===== config.mk =====
export PLATFORM = sky130hd
export DESIGN_NAME = illegal_instruction_screen_flat
export DESIGN_NICKNAME = d
export VERILOG_FILES = /design/src/rtl/illegal_instruction_screen_if.sv /design/src/rtl/illegal_instruction_screen.sv /design/src/flat_wrapper.sv
export SDC_FILE = /design/constraint.sdc
export NUM_CORES = 1
export LEC_CHECK = 0
export CAP_MARGIN = 5
export CELL_PAD_IN_SITES_DETAIL_PLACEMENT = 1
export CELL_PAD_IN_SITES_GLOBAL_PLACEMENT = 1
export CORE_MARGIN = 4
export CORE_UTILIZATION = 30
export DETAILED_ROUTE_END_ITERATION = 8
export PLACE_DENSITY_LB_ADDON = 0.1
export SETUP_SLACK_MARGIN = 0.05
export SYNTH_ARGS = -nofsm -noshare
export SYNTH_HDL_FRONTEND = slang
export SYNTH_SLANG_ARGS = --single-unit
export TNS_END_PERCENT = 50

===== constraint.sdc =====
create_clock -name clk -period 2.4 [get_ports clk]
set_clock_uncertainty 0.05 [all_clocks]
set_input_delay 0.24 -clock clk [delete_from_list [all_inputs] [get_ports clk]]
set_output_delay 0.24 -clock clk [all_outputs]
set_load 0.1 [all_outputs]

===== src/rtl/illegal_instruction_screen_if.sv =====
// Transfer bundle between pre-decode and the illegal-instruction screen.
// The slave side is the screen; the master side is the fetch/issue environment.
interface illegal_instruction_screen_if #(
    parameter int LANES = 2
);
    localparam int IDX_W = (LANES > 1) ? $clog2(LANES) : 1;

    logic                  in_valid;
    logic                  in_ready;
    logic [32*LANES-1:0]   in_instr;
    logic [LANES-1:0]      in_lane_valid;
    logic                  out_valid;
    logic                  out_ready;
    logic [LANES-1:0]      out_illegal;
    logic                  out_any;
    logic [IDX_W-1:0]      out_first_idx;
    logic [31:0]           out_tval;
    logic [LANES-1:0]      out_kill;

    modport master (
        output in_valid, in_instr, in_lane_valid, out_ready,
        input  in_ready, out_valid, out_illegal, out_any, out_first_idx, out_tval, out_kill
    );

    modport slave (
        input  in_valid, in_instr, in_lane_valid, out_ready,
        output in_ready, out_valid, out_illegal, out_any, out_first_idx, out_tval, out_kill
    );
endinterface


===== src/rtl/illegal_instruction_screen.sv =====
// Registered multi-lane illegal-instruction screen: flags lanes outside the enabled
// extension set, reports the oldest offender (mtval) and kills the younger lanes.
module illegal_instruction_screen #(
    parameter int         LANES      = 2,
    parameter bit         USE_MUL    = 1'b1,
    parameter bit         USE_DIV    = 1'b1,
    parameter bit         USE_AMO    = 1'b1,
    parameter bit         USE_RCA    = 1'b1,
    parameter logic [6:0] RCA_MAX_F7 = 7'h0C,
    parameter int         COUNT_W    = 16
) (
    input  logic                        clk,
    input  logic                        rst_n,
    illegal_instruction_screen_if.slave bus,
    input  logic [5:0]                  ext_enable,
    input  logic                        flush,
    input  logic                        count_clear,
    output logic [COUNT_W-1:0]          illegal_count
);
    localparam int IDX_W = (LANES > 1) ? $clog2(LANES) : 1;

    typedef enum logic {EMPTY, FULL} state_t;

    state_t             state, state_next;
    logic               load;
    logic               in_ready;
    logic               accept;
    logic               deliver;

    logic [LANES-1:0]   illegal_d, illegal_q;
    logic [LANES-1:0]   kill_d, kill_q;
    logic               any_d, any_q;
    logic [IDX_W-1:0]   first_d, first_q;
    logic [31:0]        tval_d, tval_q;
    logic [COUNT_W-1:0] count_q;

    function automatic logic lane_legal(input logic [31:0] ins, input logic [5:0] ext);
        logic [6:0] opcode;
        logic [6:0] funct7;
        logic [2:0] funct3;
        logic [4:0] funct5;
        logic [4:0] rd;
        logic [4:0] rs2;
        logic       legal;
        opcode = ins[6:0];
        rd     = ins[11:7];
        funct3 = ins[14:12];
        rs2    = ins[24:20];
        funct5 = ins[31:27];
        funct7 = ins[31:25];
        legal  = 1'b0;
        case (opcode)
            7'b0110111, 7'b0010111, 7'b1101111: legal = 1'b1;
            7'b1100111: legal = (funct3 == 3'b000);
            7'b1100011: legal = (funct3 != 3'b010) && (funct3 != 3'b011);
            7'b0000011: legal = funct3 inside {3'b000, 3'b001, 3'b010, 3'b100, 3'b101};
            7'b0100011: legal = funct3 inside {3'b000, 3'b001, 3'b010};
            7'b0010011: begin
                if (funct3 == 3'b001)      legal = (ins[31:26] == 6'b000000);
                else if (funct3 == 3'b101) legal = (ins[31:26] == 6'b000000) || (ins[31:26] == 6'b010000);
                else                       legal = 1'b1;
            end
            7'b0110011: begin
                if (funct7 == 7'b0000000)      legal = 1'b1;
                else if (funct7 == 7'b0100000) legal = (funct3 == 3'b000) || (funct3 == 3'b101);
                else if (funct7 == 7'b0000001) legal = funct3[2] ? (ext[1] && USE_DIV) : (ext[0] && USE_MUL);
                else                           legal = 1'b0;
            end
            7'b0001111: legal = (funct3 == 3'b000) || (funct3 == 3'b001);
            7'b1110011: begin
                if (funct3 != 3'b000 && funct3 != 3'b100) begin
                    legal = 1'b1;
                end else if (funct3 == 3'b000) begin
                    // Privileged ops are matched on the whole word; SFENCE.VMA leaves rs1/rs2 free.
                    legal = (ext[3] && (ins == 32'h00000073 || ins == 32'h00100073 || ins == 32'h30200073))
                         || (ext[4] && (ins == 32'h10200073 || ins == 32'h10500073
                                        || (funct7 == 7'b0001001 && rd == 5'd0)));
                end
            end
            7'b0101111: legal = ext[2] && USE_AMO && (funct3 == 3'b010)
                             && (funct5 inside {5'b00010, 5'b00011, 5'b00001, 5'b00000, 5'b00100,
                                                5'b01100, 5'b01000, 5'b10000, 5'b10100, 5'b11000, 5'b11100})
                             && (funct5 != 5'b00010 || rs2 == 5'd0);
            7'b0101011: legal = ext[5] && USE_RCA && !ins[14] && (funct7 <= RCA_MAX_F7);
            default:    legal = 1'b0;
        endcase
        return legal;
    endfunction

    always_comb begin
        // NOTE: every output of a combinational block gets a default first so no path infers a latch.
        illegal_d = '0;
        any_d     = 1'b0;
        first_d   = '0;
        tval_d    = '0;
        kill_d    = '0;
        for (int i = 0; i < LANES; i++) begin
            illegal_d[i] = bus.in_lane_valid[i] && !lane_legal(bus.in_instr[32*i +: 32], ext_enable);
        end
        any_d = |illegal_d;
        // Walk from the youngest lane down so the oldest offender is the last writer.
        for (int i = LANES - 1; i >= 0; i--) begin
            if (illegal_d[i]) begin
                first_d = IDX_W'(i);
                tval_d  = bus.in_instr[32*i +: 32];
            end
        end
        for (int j = 0; j < LANES; j++) begin
            kill_d[j] = any_d && (IDX_W'(j) > first_d);
        end
    end

    assign in_ready = (state == EMPTY) || bus.out_ready;
    assign accept   = bus.in_valid && in_ready;
    assign deliver  = (state == FULL) && bus.out_ready;

    always_comb begin
        state_next = state;
        load       = 1'b0;
        case (state)
            EMPTY: if (accept) begin
                state_next = FULL;
                load       = 1'b1;
            end
            FULL: begin
                if (accept)              load       = 1'b1;
                else if (bus.out_ready)  state_next = EMPTY;
            end
            default: state_next = EMPTY;
        endcase
        if (flush) begin
            state_next = EMPTY;
            load       = 1'b0;
        end
    end

    // NOTE: sequential state uses non-blocking assignments so every register samples pre-edge values.
    always_ff @(posedge clk or negedge rst_n) begin
        if (!rst_n) state <= EMPTY;
        else        state <= state_next;
    end

    // NOTE: the payload registers are reset as well, since every output field must read 0 after reset.
    always_ff @(posedge clk or negedge rst_n) begin
        if (!rst_n) begin
            illegal_q <= '0;
            any_q     <= 1'b0;
            first_q   <= '0;
            tval_q    <= '0;
            kill_q    <= '0;
        end else if (load) begin
            illegal_q <= illegal_d;
            any_q     <= any_d;
            first_q   <= first_d;
            tval_q    <= tval_d;
            kill_q    <= kill_d;
        end
    end

    // A delivery in the flush cycle still counts: the consumer already took it.
    always_ff @(posedge clk or negedge rst_n) begin
        if (!rst_n)                                   count_q <= '0;
        else if (count_clear)                         count_q <= '0;
        else if (deliver && any_q && count_q != '1)   count_q <= count_q + COUNT_W'(1);
    end

    assign bus.in_ready      = in_ready;
    assign bus.out_valid     = (state == FULL);
    assign bus.out_illegal   = illegal_q;
    assign bus.out_any       = any_q;
    assign bus.out_first_idx = first_q;
    assign bus.out_tval      = tval_q;
    assign bus.out_kill      = kill_q;
    assign illegal_count     = count_q;
endmodule


===== src/flat_wrapper.sv =====
// flat-port wrapper written by rule: the top's interface ports become plain ports
module illegal_instruction_screen_flat 
#(
    parameter int         LANES      = 2,
    parameter bit         USE_MUL    = 1'b1,
    parameter bit         USE_DIV    = 1'b1,
    parameter bit         USE_AMO    = 1'b1,
    parameter bit         USE_RCA    = 1'b1,
    parameter logic [6:0] RCA_MAX_F7 = 7'h0C,
    parameter int         COUNT_W    = 16
)
  (clk, rst_n, ext_enable, flush, count_clear, illegal_count, bus_in_valid, bus_in_instr, bus_in_lane_valid, bus_out_ready, bus_in_ready, bus_out_valid, bus_out_illegal, bus_out_any, bus_out_first_idx, bus_out_tval, bus_out_kill);
  illegal_instruction_screen_if #(.LANES(LANES)) bus_i ();
  input  logic clk;
  input  logic rst_n;
  input  logic [5:0] ext_enable;
  input  logic flush;
  input  logic count_clear;
  output logic [COUNT_W-1:0] illegal_count;
  input wire logic [$bits(bus_i.in_valid)-1:0] bus_in_valid;
  input wire logic [$bits(bus_i.in_instr)-1:0] bus_in_instr;
  input wire logic [$bits(bus_i.in_lane_valid)-1:0] bus_in_lane_valid;
  input wire logic [$bits(bus_i.out_ready)-1:0] bus_out_ready;
  output wire logic [$bits(bus_i.in_ready)-1:0] bus_in_ready;
  output wire logic [$bits(bus_i.out_valid)-1:0] bus_out_valid;
  output wire logic [$bits(bus_i.out_illegal)-1:0] bus_out_illegal;
  output wire logic [$bits(bus_i.out_any)-1:0] bus_out_any;
  output wire logic [$bits(bus_i.out_first_idx)-1:0] bus_out_first_idx;
  output wire logic [$bits(bus_i.out_tval)-1:0] bus_out_tval;
  output wire logic [$bits(bus_i.out_kill)-1:0] bus_out_kill;
  assign bus_i.in_valid = bus_in_valid;
  assign bus_i.in_instr = bus_in_instr;
  assign bus_i.in_lane_valid = bus_in_lane_valid;
  assign bus_i.out_ready = bus_out_ready;
  assign bus_in_ready = bus_i.in_ready;
  assign bus_out_valid = bus_i.out_valid;
  assign bus_out_illegal = bus_i.out_illegal;
  assign bus_out_any = bus_i.out_any;
  assign bus_out_first_idx = bus_i.out_first_idx;
  assign bus_out_tval = bus_i.out_tval;
  assign bus_out_kill = bus_i.out_kill;
  illegal_instruction_screen #(.LANES(LANES), .USE_MUL(USE_MUL), .USE_DIV(USE_DIV), .USE_AMO(USE_AMO), .USE_RCA(USE_RCA), .RCA_MAX_F7(RCA_MAX_F7), .COUNT_W(COUNT_W)) u_core (.clk(clk), .rst_n(rst_n), .bus(bus_i), .ext_enable(ext_enable), .flush(flush), .count_clear(count_clear), .illegal_count(illegal_count));
endmodule

==> metrics.csv, run 1 <==
stage;metric;value;unit
status;status;finished, final reports clean;
pwr;power_leakage;2.61;nW
worst_setup_path;crit_family;compound AO/OA/AOI/OAI gates;
worst_setup_path;crit_required;2.52;ns
cells_and_area;n_antenna_cell;0;
worst_setup_path;regToRegSetupSlack;0.20;ns
logic_synthesis;synth_ff_type;dfrtp_1;
sta;finalSetupTns;0;ns
cells_and_area;layout_commonest_cell;buf_4;
clock_tree;post-cts-setup-buffer-count;0;
clock_tree;clkTransAtPathRegs;0.06;ns
worst_setup_path;max_stage_delay;0.58;ns
floorplan;die_area;14600;um^2
worst_setup_path;crit_fanout;16;
floorplan;design.core.area;12200;um^2
worst_setup_path;cp_data_arrival_time;2.45;ns
hold_path;min_path_type;register to register;
floorplan;pin_count;134;
sta;drv_slew;0;
logic_synthesis;synth_fp_nets;531;
global_routing;grtUsageMet1;29.4;%
logic_synthesis;synth_edf_count;0;
worst_setup_path;endpoint_kind;register;
pwr;p_clk_share;20.8;%
clock_tree;numClockSinks;53;
worst_setup_path;crit_buf_inv;2;
floorplan;die_w;121;um
global_routing;grt_pass1_vias;4483;
clock_tree;cts_made_buffers;5;
sta;min_period;2.33;ns
global_routing;track_usage;21.2;%
detailed_routing;route.vias.total;4384;
global_routing;antenna_found_initial;1;
clock_tree;clockRootBuffer;clkbuf_16;
global_routing;grt_util_met3;3.60;%
worst_setup_path;crit_slowest_cell;or4_4;
pwr;total_power;3.49;mW
logic_synthesis;ys_async_sr_fraction;100;%
detailed_routing;drc;0;
cells_and_area;final_cell_mix;buf_4 (130), clkdlybuf4s50_1 (76), nand2_1 (50), dfrtp_1 (42), nor3_1 (40);
place;routabilityCongestion;0.953;
logic_synthesis;synthDistinctLibCells;56;
place;io_buffers;132;
floorplan;num_rows;40;
global_routing;met2_usage;34.8;%
logic_synthesis;synth-seq-cells;53;
logic_synthesis;syn_area;3810;um^2
logic_synthesis;ys_seq_area_share;34.8;%
pwr;power.density;560;nW/um^2
floorplan;die_y;121;um
clock_tree;clock_path_buffers;2;
cells_and_area;stdcell_count;811;
pwr;p_int;1.88;mW
sta;hold_viol_final;0;
pwr;power_frac_seq;31.0;%
sta;max-slew-margin-rel;51.9;%
cells_and_area;drive_gt1_share;35.0;%
global_routing;grt_first_pass_wirelength;24.6;mm
sta;setup_viol;0;
run;cap_violations;0;
worst_setup_path;crit_chain;clkdlybuf4s50_1 > or4_4 > a2111oi_4 > a31oi_1 > o211a_4 > clkbuf_16 > a32oi_2 > o31ai_2;
place;dp_hpwl;12.7;mm
worst_setup_path;path_class;input port to register;
global_routing;busiest_layer;met2;
global_routing;grt_overflow_total;0;
logic_synthesis;ys_warn_count;0;
detailed_routing;firstDrtPassIters;4;
sta;finalCritPeriodShare;97.1;%
pwr;sw_frac_of_total;46.2;%
logic_synthesis;postSynthAreaPerCell;8.44;um^2
sta;fmax;0.429;GHz
sta;worstMarginPinSlew;0.721;ns
detailed_routing;post_drt_via_cell_ratio;5.41;
cells_and_area;synthToLayoutAreaGrowth;63.6;%
clock_tree;clock_latency;0.30;ns
detailed_routing;ant_nets;0;
detailed_routing;wl_per_cell;20.3;um
worst_setup_path;cp-start-kind;input port;
place;dp.cells;798;
floorplan;initial_core_util;31.2;%
clock_tree;htreeDepth;2;
logic_synthesis;synth_cells;452;
pwr;combPwrFrac;48.2;%
detailed_routing;wl;16.5;mm
pwr;p_switching;1.61;mW
cells_and_area;nNetsFinal;721;
detailed_routing;initialDrtViolationCount;264;
clock_tree;cts_tree;yes;
pwr;ir_worst_vdd;0.328;mV
sta;rsz0062_at_grt;yes;
global_routing;grt_max_degree;34;
==> stage by stage <==
step	hold WS (ns)	area [um^2]	worst slack, ns	utilization (%)
final	0.454	6240	0.0689	51.1
after global routing	0.471	6240	-0.00698	51.1
after CTS	0.453	5910	0.0340	48.4
after detailed placement	0.278	5730	-0.313	46.9
after global placement	0.263	5730	-0.312	46.9
after floorplan	-0.106	3860	0.0351	-
==> worst paths after layout <==
| check | start | endpoint | depth (start not counted) |
|---|---|---|---|
| setup / recovery | bus_in_instr[26] | u_core.bus.out_tval[31] | 8 |
| hold / removal | u_core.bus.out_tval[16] | u_core.bus.out_tval[16] | 2 |
| setup reg to reg | u_core.bus.out_valid | u_core.bus.out_tval[7] | 7 |
| hold reg to reg | u_core.bus.out_tval[16] | u_core.bus.out_tval[16] | 2 |
| max in group asynchronous | rst_n | u_core.illegal_count[0] | 3 |
| min in group asynchronous | rst_n | u_core.bus.out_tval[16] | 2 |
==> power groups by stage <==
stage | Combinational [mW] | Clock, mW | Sequential, mW
global route | 1.75 | 0.785 | 1.09
detailed placement | 1.61 | 0 | 1.09
global placement | 1.59 | 0 | 1.08
finish | 1.68 | 0.727 | 1.08
CTS | 1.62 | 0.745 | 1.07
floorplan | 0.338 | 0 | 1.80
==> per-layer routing <==
metal | up-vias | wire length, um
met5 | - | 0
li1 | 2087 | -
met1 | 2158 | 7600
met2 | 123 | 7750
met3 | 16 | 849
met4 | 0 | 253
==> what timing repair did <==
item                                   CTS  global route
gates cloned                             0             4
endpoints found under the hold margin   28             0
pin swaps                                0             5
setup endpoints to repair               18            35
resized for setup                        4            38
hold buffers                             1             0
==> cell families after synthesis <==
kind of cell | count (synthesis) | share of synthesized area [%]
compound gates | 101 | 23.8
simple gates | 207 | 28.2
flops | 53 | 34.8
mux | 2 | 0.525
fa+ha+maj | 1 | 0.328
other cells | 1 | 0.0983
xor+xnor | 18 | 4.13
buf+inv | 69 | 8.10
==> worst register-to-register path: stages (launching register included) <==
cell and delay (ns):
dfrtp_4 0.48, nor2b_4 0.14, nor3b_4 0.24, o2111ai_1 0.16, nor4b_2 0.28, nand4_1 0.27
clkbuf_16 0.28, o31ai_2 0.20
==> sequential cells by signal, summed over array words and instances (netlist names) <==
| signal | flops |
|---|---|
| u_core.bus.out_any | 1 |
| u_core.bus.out_first_idx | 1 |
| u_core.bus.out_illegal | 2 |
| u_core.bus.out_tval | 32 |
| u_core.bus.out_valid | 1 |
| u_core.illegal_count | 16 |
==> cell usage after synthesis, drive strengths merged (3+ instances only) <==
cell type | number | area, um^2
a211oi | 3 | 22.5
a21oi | 4 | 20.0
a31oi | 3 | 18.8
a32oi | 31 | 272
and3 | 4 | 30.0
buf | 12 | 95.1
clkbuf | 22 | 82.6
dfrtp | 53 | 1330
inv | 35 | 131
nand2 | 50 | 188
nand3 | 15 | 75.1
nand4 | 21 | 131
nor2 | 34 | 128
nor2b | 5 | 31.3
nor3 | 40 | 200
nor3b | 3 | 27.5
nor4 | 15 | 93.8
nor4b | 3 | 32.5
o2111ai | 3 | 26.3
o211ai | 5 | 37.5
o21ai | 10 | 50.1
o31ai | 31 | 363
or4 | 4 | 33.8
xnor2 | 4 | 35.0
xor2 | 14 | 123
==> final cells by class <==
cell class,instances,area [um^2]
clock buffers,6,129
clock inverters,2,13.8
fillers,1465,5970
inverters,35,135
multi-input cells,332,2510
flip-flops and latches,53,1340
well taps,168,210
repair buffers,215,1900
Power figures use the tool's default switching activity.
==> run 2, diff against run 1 <==
Settings changed: MAX_ROUTING_LAYER set to met4.
Clock period 2.4 ns to 3 ns, I/O delays scaled along.
==> run 2 against run 1 <==
  * Die area did not move
  * Wire length fell by 10%
  * Worst hold slack got worse by 0.024 ns
  * Sequential power fell by 21%
  * Clock-buffer cell count fell by 1
  * Critical path depth did not move
  * Power fell by 22%
  * First-iteration DRC count rose by 18%
  * Final area fell by 14%
  * Via count fell by 6.6%
==> metrics.csv, run 2 (synthesis results as in run 1) <==
stage;metric;value;unit;change
floorplan;num_rows;40;;unchanged
pwr;power_leakage;2.22;nW;was 2.61 nW
worst_setup_path;path_class;input port to register;;unchanged
cells_and_area;fin_util;43.9;%;was 51.1%
clock_tree;post-cts-setup-buffer-count;0;;unchanged
place;dp.cells;733;;was 798
cells_and_area;stdcell_count;742;;was 811
floorplan;pin_count;134;;unchanged
sta;min_period;2.59;ns;
cells_and_area;final_cell_mix;clkdlybuf4s50_1 (76), buf_4 (68), dfrtp_1 (53), nand2_1 (50), nor3_1 (40);;was buf_4 (130), clkdlybuf4s50_1 (76), nand2_1 (50), dfrtp_1 (42), nor3_1 (40)
detailed_routing;firstDrtPassIters;4;;unchanged
pwr;power.density;511;nW/um^2;was 560 nW/um^2
pwr;ir_worst_vdd;0.209;mV;was 0.328 mV
clock_tree;clock_path_buffers;2;;unchanged
cells_and_area;layout_commonest_cell;clkdlybuf4s50_1;;was buf_4
place;dp_hpwl;11.7;mm;was 12.7 mm
worst_setup_path;crit_buf_inv;3;;was 2
detailed_routing;initialDrtViolationCount;312;;was 264
sta;rsz0062_at_grt;no;;was yes
cells_and_area;synthToLayoutAreaGrowth;40.5;%;was 63.6%
pwr;p_int;1.50;mW;was 1.88 mW
pwr;p_switching;1.24;mW;was 1.61 mW
floorplan;design.core.area;12200;um^2;unchanged
global_routing;antenna_found_initial;0;;was 1
worst_setup_path;regToRegSetupSlack;0.68;ns;was 0.20 ns
worst_setup_path;crit_required;3.11;ns;was 2.52 ns
worst_setup_path;max_stage_delay;0.64;ns;was 0.58 ns
cells_and_area;largest_reg_flops;32;;unchanged
pwr;combPwrFrac;44.5;%;was 48.2%
worst_setup_path;crit_chain;clkdlybuf4s50_1 > inv_1 > or4_1 > a2111oi_0 > nor2_1 > nand4_1 > buf_12 > o31ai_1;;was clkdlybuf4s50_1 > or4_4 > a2111oi_4 > a31oi_1 > o211a_4 > clkbuf_16 > a32oi_2 > o31ai_2
worst_setup_path;cp-start-kind;input port;;unchanged
detailed_routing;ant_nets;0;;unchanged
worst_setup_path;cp_data_arrival_time;2.71;ns;was 2.45 ns
worst_setup_path;crit_fanout;32;;was 16
clock_tree;cts_tree;yes;;unchanged
worst_setup_path;regToRegEndpoint;u_core.bus.out_tval[16];;was u_core.bus.out_tval[7]
pwr;power_frac_seq;31.2;%;was 31.0%
sta;fmax;0.386;GHz;
place;routabilityCongestion;0.927;;was 0.953
detailed_routing;post_drt_via_cell_ratio;5.52;;was 5.41
detailed_routing;route.vias.total;4093;;was 4384
sta;setup_viol;0;;unchanged
worst_setup_path;crit_slowest_cell;clkdlybuf4s50_1;;was or4_4
global_routing;track_usage;20.8;%;was 21.2%
detailed_routing;wl;14.8;mm;was 16.5 mm
cells_and_area;n_antenna_cell;0;;unchanged
clock_tree;clockRootBuffer;clkbuf_16;;unchanged
worst_setup_path;crit_family;buffers and inverters;;was compound AO/OA/AOI/OAI gates
global_routing;grt_overflow_total;0;;unchanged
clock_tree;cts_made_buffers;5;;unchanged
status;status;finished, final reports clean;;unchanged
clock_tree;clock_latency;0.30;ns;about the same
clock_tree;clkTransAtPathRegs;0.07;ns;was 0.06 ns
clock_tree;numClockSinks;53;;unchanged
worst_setup_path;r2r-start;u_core.bus.out_valid;;unchanged
clock_tree;htreeDepth;2;;unchanged
global_routing;grt_max_degree;38;;was 34
sta;hold_viol_final;0;;unchanged
worst_setup_path;rr_worst_depth;7;;unchanged
floorplan;die_area;14600;um^2;unchanged
global_routing;grt_pass1_vias;4190;;was 4483
sta;worstMarginPinSlew;0.684;ns;was 0.721 ns
pwr;sw_frac_of_total;45.2;%;was 46.2%
sta;max-slew-margin-rel;54.0;%;was 51.9%
floorplan;die_y;121;um;unchanged
pwr;p_clk_share;24.3;%;was 20.8%
sta;finalSetupTns;0;ns;unchanged
floorplan;die_w;121;um;unchanged
cells_and_area;nNetsFinal;652;;was 721
run;cap_violations;0;;unchanged
cells_and_area;drive_gt1_share;19.9;%;was 35.0%
place;io_buffers;132;;unchanged
sta;drv_slew;0;;unchanged
floorplan;initial_core_util;31.2;%;unchanged
hold_path;min_path_type;input port to async pin;;was register to register
sta;finalCritPeriodShare;86.4;%;
worst_setup_path;endpoint_kind;register;;unchanged
detailed_routing;wl_per_cell;19.9;um;was 20.3 um
global_routing;grt_first_pass_wirelength;23.5;mm;was 24.6 mm
detailed_routing;drc;0;;unchanged
==> run 2: cell types whose count changed in the layout (fill, tap and decap cells not counted), moves of 3 or more <==
cell / change
buf_12: -3
buf_4: -62
dfrtp_1: +11
nor4_1: +3
a32oi_2: -23
dfrtp_2: -10
a32oi_1: +25
==> run 2: what timing repair did <==
action / CTS / global route
hold buffers: 1 / 0
endpoints found under the hold margin: 16 / 0
gates resized for setup: 0 / 0
==> run 2: layout make-up <==
| cell class | count | area [um^2] |
|---|---|---|
| well taps | 168 | 210 |
| flip-flops and latches | 53 | 1330 |
| inverters | 35 | 131 |
| repair buffers | 148 | 1330 |
| multi-input cells | 330 | 2200 |
| clock buffers | 5 | 125 |
| clock inverters | 3 | 43.8 |
| fillers | 1485 | 6850 |
==> run 2: metal layers <==
layer  vias up  track usage (%)  part of all wire (%)
li1       1941                -                     -
met1      2015             29.9                    48
met2       119             30.6                    45
met3        18             2.62                   4.9
met4         0             6.09                   1.7
met5         -                -                     0
==> run 2: worst max path at each step <==
stage,startpoint,to,cells past startpoint
final,bus_in_instr[36],u_core.bus.out_tval[16],8
after global placement,bus_in_instr[36],u_core.bus.out_tval[17],8
after floorplan,u_core.bus.out_valid,u_core.bus.out_tval[4],7
after detailed placement,bus_in_instr[36],u_core.bus.out_any,8
after global routing,bus_in_instr[36],u_core.bus.out_tval[16],8
after CTS,bus_in_instr[36],u_core.bus.out_any,8
==> run 2: worst register-to-register path: stages (launching register included) <==
cell and delay (ns):
dfrtp_1 0.40, nor2b_1 0.17, nor3b_2 0.30, o2111ai_1 0.20, nor4b_2 0.43, nand4_1 0.22, buf_12 0.24, o31ai_1 0.23
==> run 2: per-stage QoR <==
stage	power, mW	hold slack (ns)	worst slack (ns)	instance area [um^2]
2_1_floorplan	1.70	-0.0456	0.130	3810
3_3_place_gp	2.08	0.229	0.195	5180
3_5_place_dp	2.09	0.234	0.106	5180
4_1_cts	2.77	0.440	0.442	5360
5_1_grt	2.85	0.465	0.240	5360
6_report	2.74	0.429	0.408	5360
==> run 2: power groups by stage <==
stage                     Sequential, mW  Clock (mW)  Combinational (mW)
after floorplan                     1.44           0               0.266
after global placement             0.869           0                1.21
after detailed placement           0.870           0                1.22
after CTS                          0.857       0.692                1.23
after global routing               0.864       0.719                1.27
final                              0.855       0.666                1.22
